File: config.mk
export PLATFORM = sky130hd
export DESIGN_NAME = gen_display_ctrl
export DESIGN_NICKNAME = d
export VERILOG_FILES = /design/src/rtl/gol_disp_pkg.sv /design/src/rtl/bcd_counter4.sv /design/src/rtl/gen_display_ctrl.sv
export SDC_FILE = /design/constraint.sdc
export NUM_CORES = 1
export LEC_CHECK = 0
export BUFFER_PORTS_ARGS = -buffer_cell sky130_fd_sc_hd__buf_4
export CELL_PAD_IN_SITES_DETAIL_PLACEMENT = 1
export CELL_PAD_IN_SITES_GLOBAL_PLACEMENT = 1
export CORE_ASPECT_RATIO = 0.6
export CORE_MARGIN = 2
export CORE_UTILIZATION = 40
export CTS_CLUSTER_SIZE = 20
export DETAILED_ROUTE_END_ITERATION = 10
export PLACE_DENSITY = 0.77
export REMOVE_ABC_BUFFERS = 1
export SLEW_MARGIN = 40
export SYNTH_ARGS = -nofsm -noshare
export SYNTH_HDL_FRONTEND = slang
export SYNTH_SLANG_ARGS = --single-unit
File: constraint.sdc
create_clock -name clk -period 2.1 [get_ports clk]
set_input_delay 0.21 -clock clk [delete_from_list [all_inputs] [get_ports clk]]
set_output_delay 0.21 -clock clk [all_outputs]
set_load 0.01 [all_outputs]
File: src/rtl/gol_disp_pkg.sv
// Shared types and constants for the generation controller and its
// four-digit iteration display.
package gol_disp_pkg;

    // Generation sequencing states.
    typedef enum logic [1:0] {
        ST_IDLE  = 2'd0,
        ST_START = 2'd1,
        ST_WAIT  = 2'd2,
        ST_HOLD  = 2'd3
    } state_t;

    // Digit code that the display decoder renders as an unlit digit.
    localparam logic [3:0] BLANK_CODE = 4'hF;
    localparam int         NUM_DIGITS = 4;

    // Active-low anode pattern for a scanned digit; the upper four anodes stay off.
    function automatic logic [7:0] anode_for(input logic [1:0] sel);
        anode_for = ~(8'd1 << sel);
    endfunction

endpackage

File: src/rtl/bcd_counter4.sv
// Four-digit BCD counter with synchronous clear and 9999 -> 0000 wrap.
// Clear has priority over increment so that a simultaneous pair reads 0000.
module bcd_counter4
    import gol_disp_pkg::*;
(
    input  logic        clk_i,
    input  logic        reset_i,
    input  logic        inc_i,
    input  logic        clr_i,
    output logic [15:0] count_o
);

    logic [15:0] count_q;
    logic [15:0] count_d;
    logic        carry;

    // Next count: ripple a carry upward, each digit rolling over only at 9.
    always_comb begin
        count_d = count_q;
        carry   = 1'b0;
        if (clr_i) begin
            count_d = '0;
        end else if (inc_i) begin
            carry = 1'b1;
            for (int i = 0; i < NUM_DIGITS; i++) begin
                if (carry) begin
                    if (count_q[i*4 +: 4] == 4'd9) begin
                        count_d[i*4 +: 4] = 4'd0;
                    end else begin
                        count_d[i*4 +: 4] = count_q[i*4 +: 4] + 4'd1;
                        carry             = 1'b0;
                    end
                end
            end
        end
    end

    // Count register.
    always_ff @(posedge clk_i) begin
        if (reset_i) begin
            count_q <= '0;
        end else begin
            count_q <= count_d;
        end
    end

    assign count_o = count_q;

endmodule

File: src/rtl/gen_display_ctrl.sv
// Generation controller for a life engine plus a multiplexed four-digit
// display of the iteration count.
// Optional build macro LEADING_ZERO_BLANK_EN blanks the digits above the
// most significant nonzero digit (digit 0 always shows).
// The sequencing state is held in state_q (type state_t) for observation.
// Handshake: gen_start is a one-cycle request to the engine; the engine
// answers with a one-cycle gen_done while busy is high. A gen_done seen in
// any other state is dropped, and step_req only counts in ST_IDLE.
module gen_display_ctrl
    import gol_disp_pkg::*;
#(
    parameter int REFRESH_DIV = 100000,
    parameter int GEN_DIV     = 100000000
) (
    input  logic        clk,
    input  logic        reset,
    input  logic        run_en,
    input  logic        step_req,
    input  logic        clear,
    input  logic        gen_done,
    output logic        gen_start,
    output logic        busy,
    output logic [15:0] iter_bcd,
    output logic [1:0]  digit_sel,
    output logic [3:0]  digit_bcd,
    output logic [7:0]  anode
);

    localparam int PACE_W = (GEN_DIV > 1) ? $clog2(GEN_DIV) : 1;
    localparam int SCAN_W = (REFRESH_DIV > 1) ? $clog2(REFRESH_DIV) : 1;
    localparam logic [PACE_W-1:0] PACE_LAST = PACE_W'(GEN_DIV - 1);
    localparam logic [SCAN_W-1:0] SCAN_LAST = SCAN_W'(REFRESH_DIV - 1);

    state_t            state_q, state_d;
    logic [PACE_W-1:0] pace_q, pace_d;
    logic [SCAN_W-1:0] scan_q, scan_d;
    logic [1:0]        sel_q, sel_d;
    logic [7:0]        anode_q, anode_d;
    logic [3:0]        dbcd_q, dbcd_d;
    logic              count_inc;
`ifdef LEADING_ZERO_BLANK_EN
    logic [1:0]        msd;
`endif

    bcd_counter4 u_count (
        .clk_i   (clk),
        .reset_i (reset),
        .inc_i   (count_inc),
        .clr_i   (clear),
        .count_o (iter_bcd)
    );

    // Generation sequencing: next state, pacing count and strobes.
    always_comb begin
        state_d   = state_q;
        pace_d    = '0;
        gen_start = 1'b0;
        busy      = 1'b0;
        count_inc = 1'b0;
        case (state_q)
            ST_IDLE: begin
                if (step_req || run_en) state_d = ST_START;
            end
            ST_START: begin
                gen_start = 1'b1;
                state_d   = ST_WAIT;
            end
            ST_WAIT: begin
                busy = 1'b1;
                if (gen_done) begin
                    count_inc = 1'b1;
                    state_d   = run_en ? ST_HOLD : ST_IDLE;
                end
            end
            ST_HOLD: begin
                if (!run_en) begin
                    state_d = ST_IDLE;
                end else if (pace_q == PACE_LAST) begin
                    state_d = ST_START;
                end else begin
                    pace_d = pace_q + PACE_W'(1);
                end
            end
            default: state_d = ST_IDLE;
        endcase
    end

    // Scan: prescaler wrap advances the digit; anode and value follow the new digit.
    always_comb begin
        scan_d  = (scan_q == SCAN_LAST) ? '0 : scan_q + SCAN_W'(1);
        sel_d   = (scan_q == SCAN_LAST) ? sel_q + 2'd1 : sel_q;
        anode_d = anode_for(sel_d);
        dbcd_d  = iter_bcd[{sel_d, 2'b00} +: 4];
`ifdef LEADING_ZERO_BLANK_EN
        msd = 2'd0;
        for (int i = 1; i < NUM_DIGITS; i++) begin
            if (iter_bcd[i*4 +: 4] != 4'd0) msd = 2'(i);
        end
        if (sel_d > msd) dbcd_d = BLANK_CODE;
`endif
    end

    // State, pacing and scan registers.
    always_ff @(posedge clk) begin
        if (reset) begin
            state_q <= ST_IDLE;
            pace_q  <= '0;
            scan_q  <= '0;
            sel_q   <= 2'd0;
            anode_q <= 8'hFE;
            dbcd_q  <= 4'd0;
        end else begin
            state_q <= state_d;
            pace_q  <= pace_d;
            scan_q  <= scan_d;
            sel_q   <= sel_d;
            anode_q <= anode_d;
            dbcd_q  <= dbcd_d;
        end
    end

    assign digit_sel = sel_q;
    assign anode     = anode_q;
    assign digit_bcd = dbcd_q;

endmodule

* After elaboration in Yosys (flattened, before gate mapping)
Index checks and enable logic that the tools add are counted.
** Storage, ports and cells
- Memories kept :: 0
- Bits in latches :: 0
- Output and inout bits :: 32
- Bits of input ports :: 6
- Register bits after elaboration :: 76
- RAM bits :: 0
- ROM bits :: 0
** Cells by class
- Equality and inequality tests :: 12
- Multiplexer cells :: 26
- Order comparisons :: 0
- Bitwise gates (word level) :: 3
- Add/subtract/negate cells :: 7
- Div/mod/pow operators :: 0
- Reduce and logical (&&, ||, !) cells :: 9
- Multiply operators :: 0
- Shift operators :: 2
** Operator list (number)
- adder 27 x 1 -> 27 bit (second input constant) :: 1
- == test 27 bit (second input constant) :: 1
- adder 17 x 1 -> 17 bit (second input constant) :: 1
- == test 17 bit (second input constant) :: 1
- adder 4 x 1 -> 4 bit (second input constant) :: 4
- == test 4 bit (second input constant) :: 4
- 2-to-1 mux 4 bit :: 4
- indexed part select 16 x 5 -> 4 bit :: 1
- 2-to-1 mux 1 bit :: 15
- 2-to-1 mux 2 bit :: 6
- NOT 8 bit :: 1
- one-hot mux 2 bit (4 select lines) :: 1
- << shifter 1 x 2 -> 8 bit (first input constant) :: 1
- AND reduction 2 bit :: 3
- == test 2 bit (second input constant) :: 2
- != test 2 bit (second input constant) :: 2
- OR reduction 2 bit :: 2
- OR reduction 4 bit :: 1
- != test 3 bit (second input constant) :: 1
- AND reduction 3 bit :: 1
- adder 2 x 1 -> 2 bit (second input constant) :: 1
- == test 2 x 1 -> 1 bit (second input constant) :: 1
- zero test 2 bit :: 1
- NOT 1 bit :: 2
- logical OR 1 bit :: 1

* Depth between registers and ports, before layout
- Depth after elaboration :: 11
- Gate-level depth with buffers :: 7

* Hierarchy
From an unflattened synthesis, not the netlist that was laid out.
** Unflattened totals
- Cells, all modules :: 392
- Area, all modules :: 3549.7 um^2
** Modules (own cells, without submodules)
- gen_display_ctrl :: cells each 299, sequential area each 1121.1 um^2, times used 1, area each 2757.6 um^2
- bcd_counter4 :: cells each 93, sequential area each 320.3 um^2, times used 1, area each 792.0 um^2

* Least setup slack after synthesis
Ideal clock, no wire load.
- Path kind :: reg2reg
- From :: reg pace_q[25]
- To :: reg pace_q[20]
- Slack :: -0.071 ns
- Required time :: 1.966 ns
- Path buffers :: 1
- Arrival time :: 2.037 ns
- Setup time :: 0.134 ns
- Cell stages (with the launch flop) :: 6
- Cells stage by stage :: dfxtp_1 or4b_2 or4_4 o31ai_4 buf_6 a211oi_1
** Between the ends
- Longest elaborated chain between the ends :: 2
** Ends and longest elaborated chain
- start: declaration :: line gen_display_ctrl.sv:35 : logic [PACE_W-1:0] pace_q, pace_d;
- start signal: assignment :: line gen_display_ctrl.sv:114 : pace_q <= pace_d;
- == test 27 bit :: line gen_display_ctrl.sv:78 : end else if (pace_q == PACE_LAST) begin
- OR reduction 4 bit (no line)
Every way passes these cells.
A chain may end at the register's enable or synchronous reset.

* Worst setup path after layout
- From :: reg pace_q[19]
- To :: reg pace_q[25]
** Between the ends
- Longest elaborated chain between the ends :: 2
** Ends and longest elaborated chain
- branches (longest 2 deep; another with adder 27 x 1 -> 27 bit)
Parallel ways; which one is timed is not known.

==> metrics.yaml <==
status:
  status: "completed"
route:
  drc: 0
  postRouteAntennaNets: 0
  viasPerCell: 5.74
  drt_wl_total_mm: 10.4
  wl_per_cell_um: 17.4
  vias: 3408
  drtIter0Drc: 211
  first_pass_iters: 4
timing:
  hold_viol_final: 0
  fmax_mhz: 477
  period_minus_slack_ps: 2100
  post-route-period-util_pct: 99.9
  fin_tns_setup_ps: 0
  slew_headroom_pct: 64.8
  setup_violations: 0
  rsz0062_at_grt: "yes"
  clock_skew_ps: 7.81
  drv_slew: 0
  worst_slew_pin_slew_ps: 527
floorplan:
  start_util_pct: 40.6
  die_area_um2: 10000
  die_x_um: 128
  dieHeight_um: 78.2
  fp-row-count: 27
  fp.coreArea_um2: 9050
  io_pins: 38
global_routing:
  antenna_found_initial: 0
  grt_pass1_vias: 3395
  overflow: 0
  grt_pass1_wl_mm: 17.3
  grt_max_degree: 28
  track_usage_pct: 21.8
placement:
  dp.cells: 575
  dp_hpwl_mm: 6.76
  gp_congestion: 0.793
  port_buffers: 33
worst_hold_path:
  worstHoldPathCells: 3
  min_from: "clear"
  hp-class: "in -> reg"
cells_and_area:
  area_growth_pct: 23.0
  seq_area_um2: 1440
  multi_input_comb_area_um2: 2060
  fin_nets: 481
  fillers: 1057
  drive_gt1_share_pct: 18.6
  final_common_cell: "dfxtp_1"
  insertedDiodeCount: 0
  stdcell_count: 594
  layout_common_cells: "dfxtp_1 (71), buf_4 (58), nor2_1 (34), nor3_1 (32), nand3_1 (22)"
critical_path:
  crit_top_cell: "or4_4"
  path_cells: "or4_4, or4_4, o31ai_4, buf_6, buf_16, a211oi_1"
  reg2reg_depth: 6
  crit_path_end_kind: "flop"
  r2r_slack_ps: 1
  startpoint_type: "flop"
  max_stage_delay_ps: 530
  worstPathMaxFanout: 5
  critical_path_class: "reg -> reg"
  arrival_ps: 2310
  crit_required_ps: 2320
  cp-startpoint: "pace_q[19]$_SDFF_PP0_"
  critPathSlowestCell: "or4_4"
  r2r-start: "pace_q[19]$_SDFF_PP0_"
power:
  power.leakage_nw: 1.58
  peakVddDrop_v: 0.000369
  power.density_nw_per_um2: 723
clock_tree:
  ctsHtreeMaxLevel: 3
  cts_tree: "yes"
  hold_buffers: 0
  cts.clk_slew.worst_paths_ps: 60
  clock_latency_ps: 340
  numClockSinks: 72
  numCtsBuffers: 9
  clockBufferDepth: 2
  clock-root-buffer: "clkbuf_16"
synthesis:
  async_reset_ff_share_pct: 0
  synth.cell_area_um2: 3670
  synth_edf_count: 0
  synth_seq_cells: 72
  ys_seq_area_share_pct: 39.2
  avgSynthCellArea_um2: 8.55
  synth_warnings: 0
  netlist_instances: 430
  synthFlopType: "dfxtp_1"
  synth_cell_types: 46
flow_run:
  maxCapViolations: 0
[Yosys cell counts, types with 2 or more instances]
master,number,area share [%]
nand2_1,20,2.0
or3_1,9,1.5
and3_1,6,1.0
mux2_2,4,1.2
xor2_1,20,4.8
nor2_1,34,3.5
xnor2_1,11,2.6
a21oi_1,13,1.8
a21o_1,3,0.61
ha_1,2,0.68
nor4bb_1,3,0.82
nand4b_1,2,0.48
or2_2,3,0.51
nand3_1,22,3.0
or4_1,12,2.5
and2_1,2,0.34
buf_6,3,0.92
and4_1,14,3.3
nand4_1,18,3.1
buf_2,2,0.27
o21ai_0,19,2.6
mux2i_1,7,1.9
nor3_1,32,4.4
nor2b_1,8,1.4
clkbuf_1,23,2.3
o31ai_1,11,2.2
dfxtp_1,72,39
a211oi_1,14,2.9
nor3b_1,11,2.2
buf_4,4,0.82
and3b_1,2,0.48
inv_1,10,1.0
[what timing repair did]
item,CTS,global route
resized for setup,6,2
setup endpoints to repair,28,28
gates cloned,2,0
buffers inserted,3,0
[layout make-up]
cell class | instances | share of cell area (%)
Timing Repair Buffer | 61 | 11.1
Multi-Input combinational cell | 319 | 45.5
Clock inverter | 6 | 2.38
Clock buffer | 10 | 5.07
Inverter | 10 | 0.830
Tap cell | 116 | 3.21
Sequential cell | 72 | 31.9
[per-layer routing]
layer | global-route usage [%] | up-vias | share of wire (%)
met4 | 6.37 | 0 | 0.95
li1 | - | 1656 | -
met2 | 35.2 | 54 | 47
met1 | 29.1 | 1689 | 48
met5 | 0 | - | 0
met3 | 5.32 | 9 | 3.6
[power breakdown]
group / total [mW] / switching (mW) / internal [mW]
logic: 0.105 / 0.0604 / 0.0442
registers: 1.39 / 0.0137 / 1.38
clock network: 1.78 / 0.619 / 1.16
total: 3.27 / 0.693 / 2.58
[path summary, 6_finish.rpt]
kind,end
min reg2reg,scan_q[0]$_SDFF_PP0_
min,u_count.count_o[10]$_SDFFE_PP0P_
max reg2reg,pace_q[25]$_SDFF_PP0_
max,pace_q[25]$_SDFF_PP0_
[cell families after synthesis]
group                      Yosys count  share of synthesized area [%]
adders and majority gates            2                          0.681
muxes                               11                           3.13
and+or+nand+nor                    206                           32.4
xor gates and xnor gates            31                           7.39
other                                1                          0.102
AOI/OAI and AO/OA                   65                           11.6
DFF                                 72                           39.2
buffers and inverters               42                           5.38
[worst max-delay path: cells and delay by family (launching register included)]
kind                   cells  cell delay, ps
and+or+nand+nor            2            1050
DFF                        1             320
AOI/OAI and AO/OA          2             310
buffers and inverters      2             300
[per-stage QoR]
step / total power, mW / util, % / cell area [um^2] / setup slack (ps) / hold slack, ps
after floorplan: 1.46 / - / 3530 / -332 / 279
after global placement: 1.51 / 45.5 / 4120 / -7.00 / 444
after detailed placement: 1.51 / 45.5 / 4120 / -60.6 / 456
after CTS: 3.30 / 50.2 / 4550 / 2.88 / 140
after global routing: 3.36 / 49.9 / 4520 / -56.4 / 151
final: 3.27 / 49.9 / 4520 / 1.47 / 151
[state kept, by name, summed over array words and instances (netlist names)]
name	flops
anode	4
pace_q	27
digit_bcd	4
state_q	2
u_count.count_o	16
scan_q	17
digit_sel	2
(Power assumes the default switching activity.)
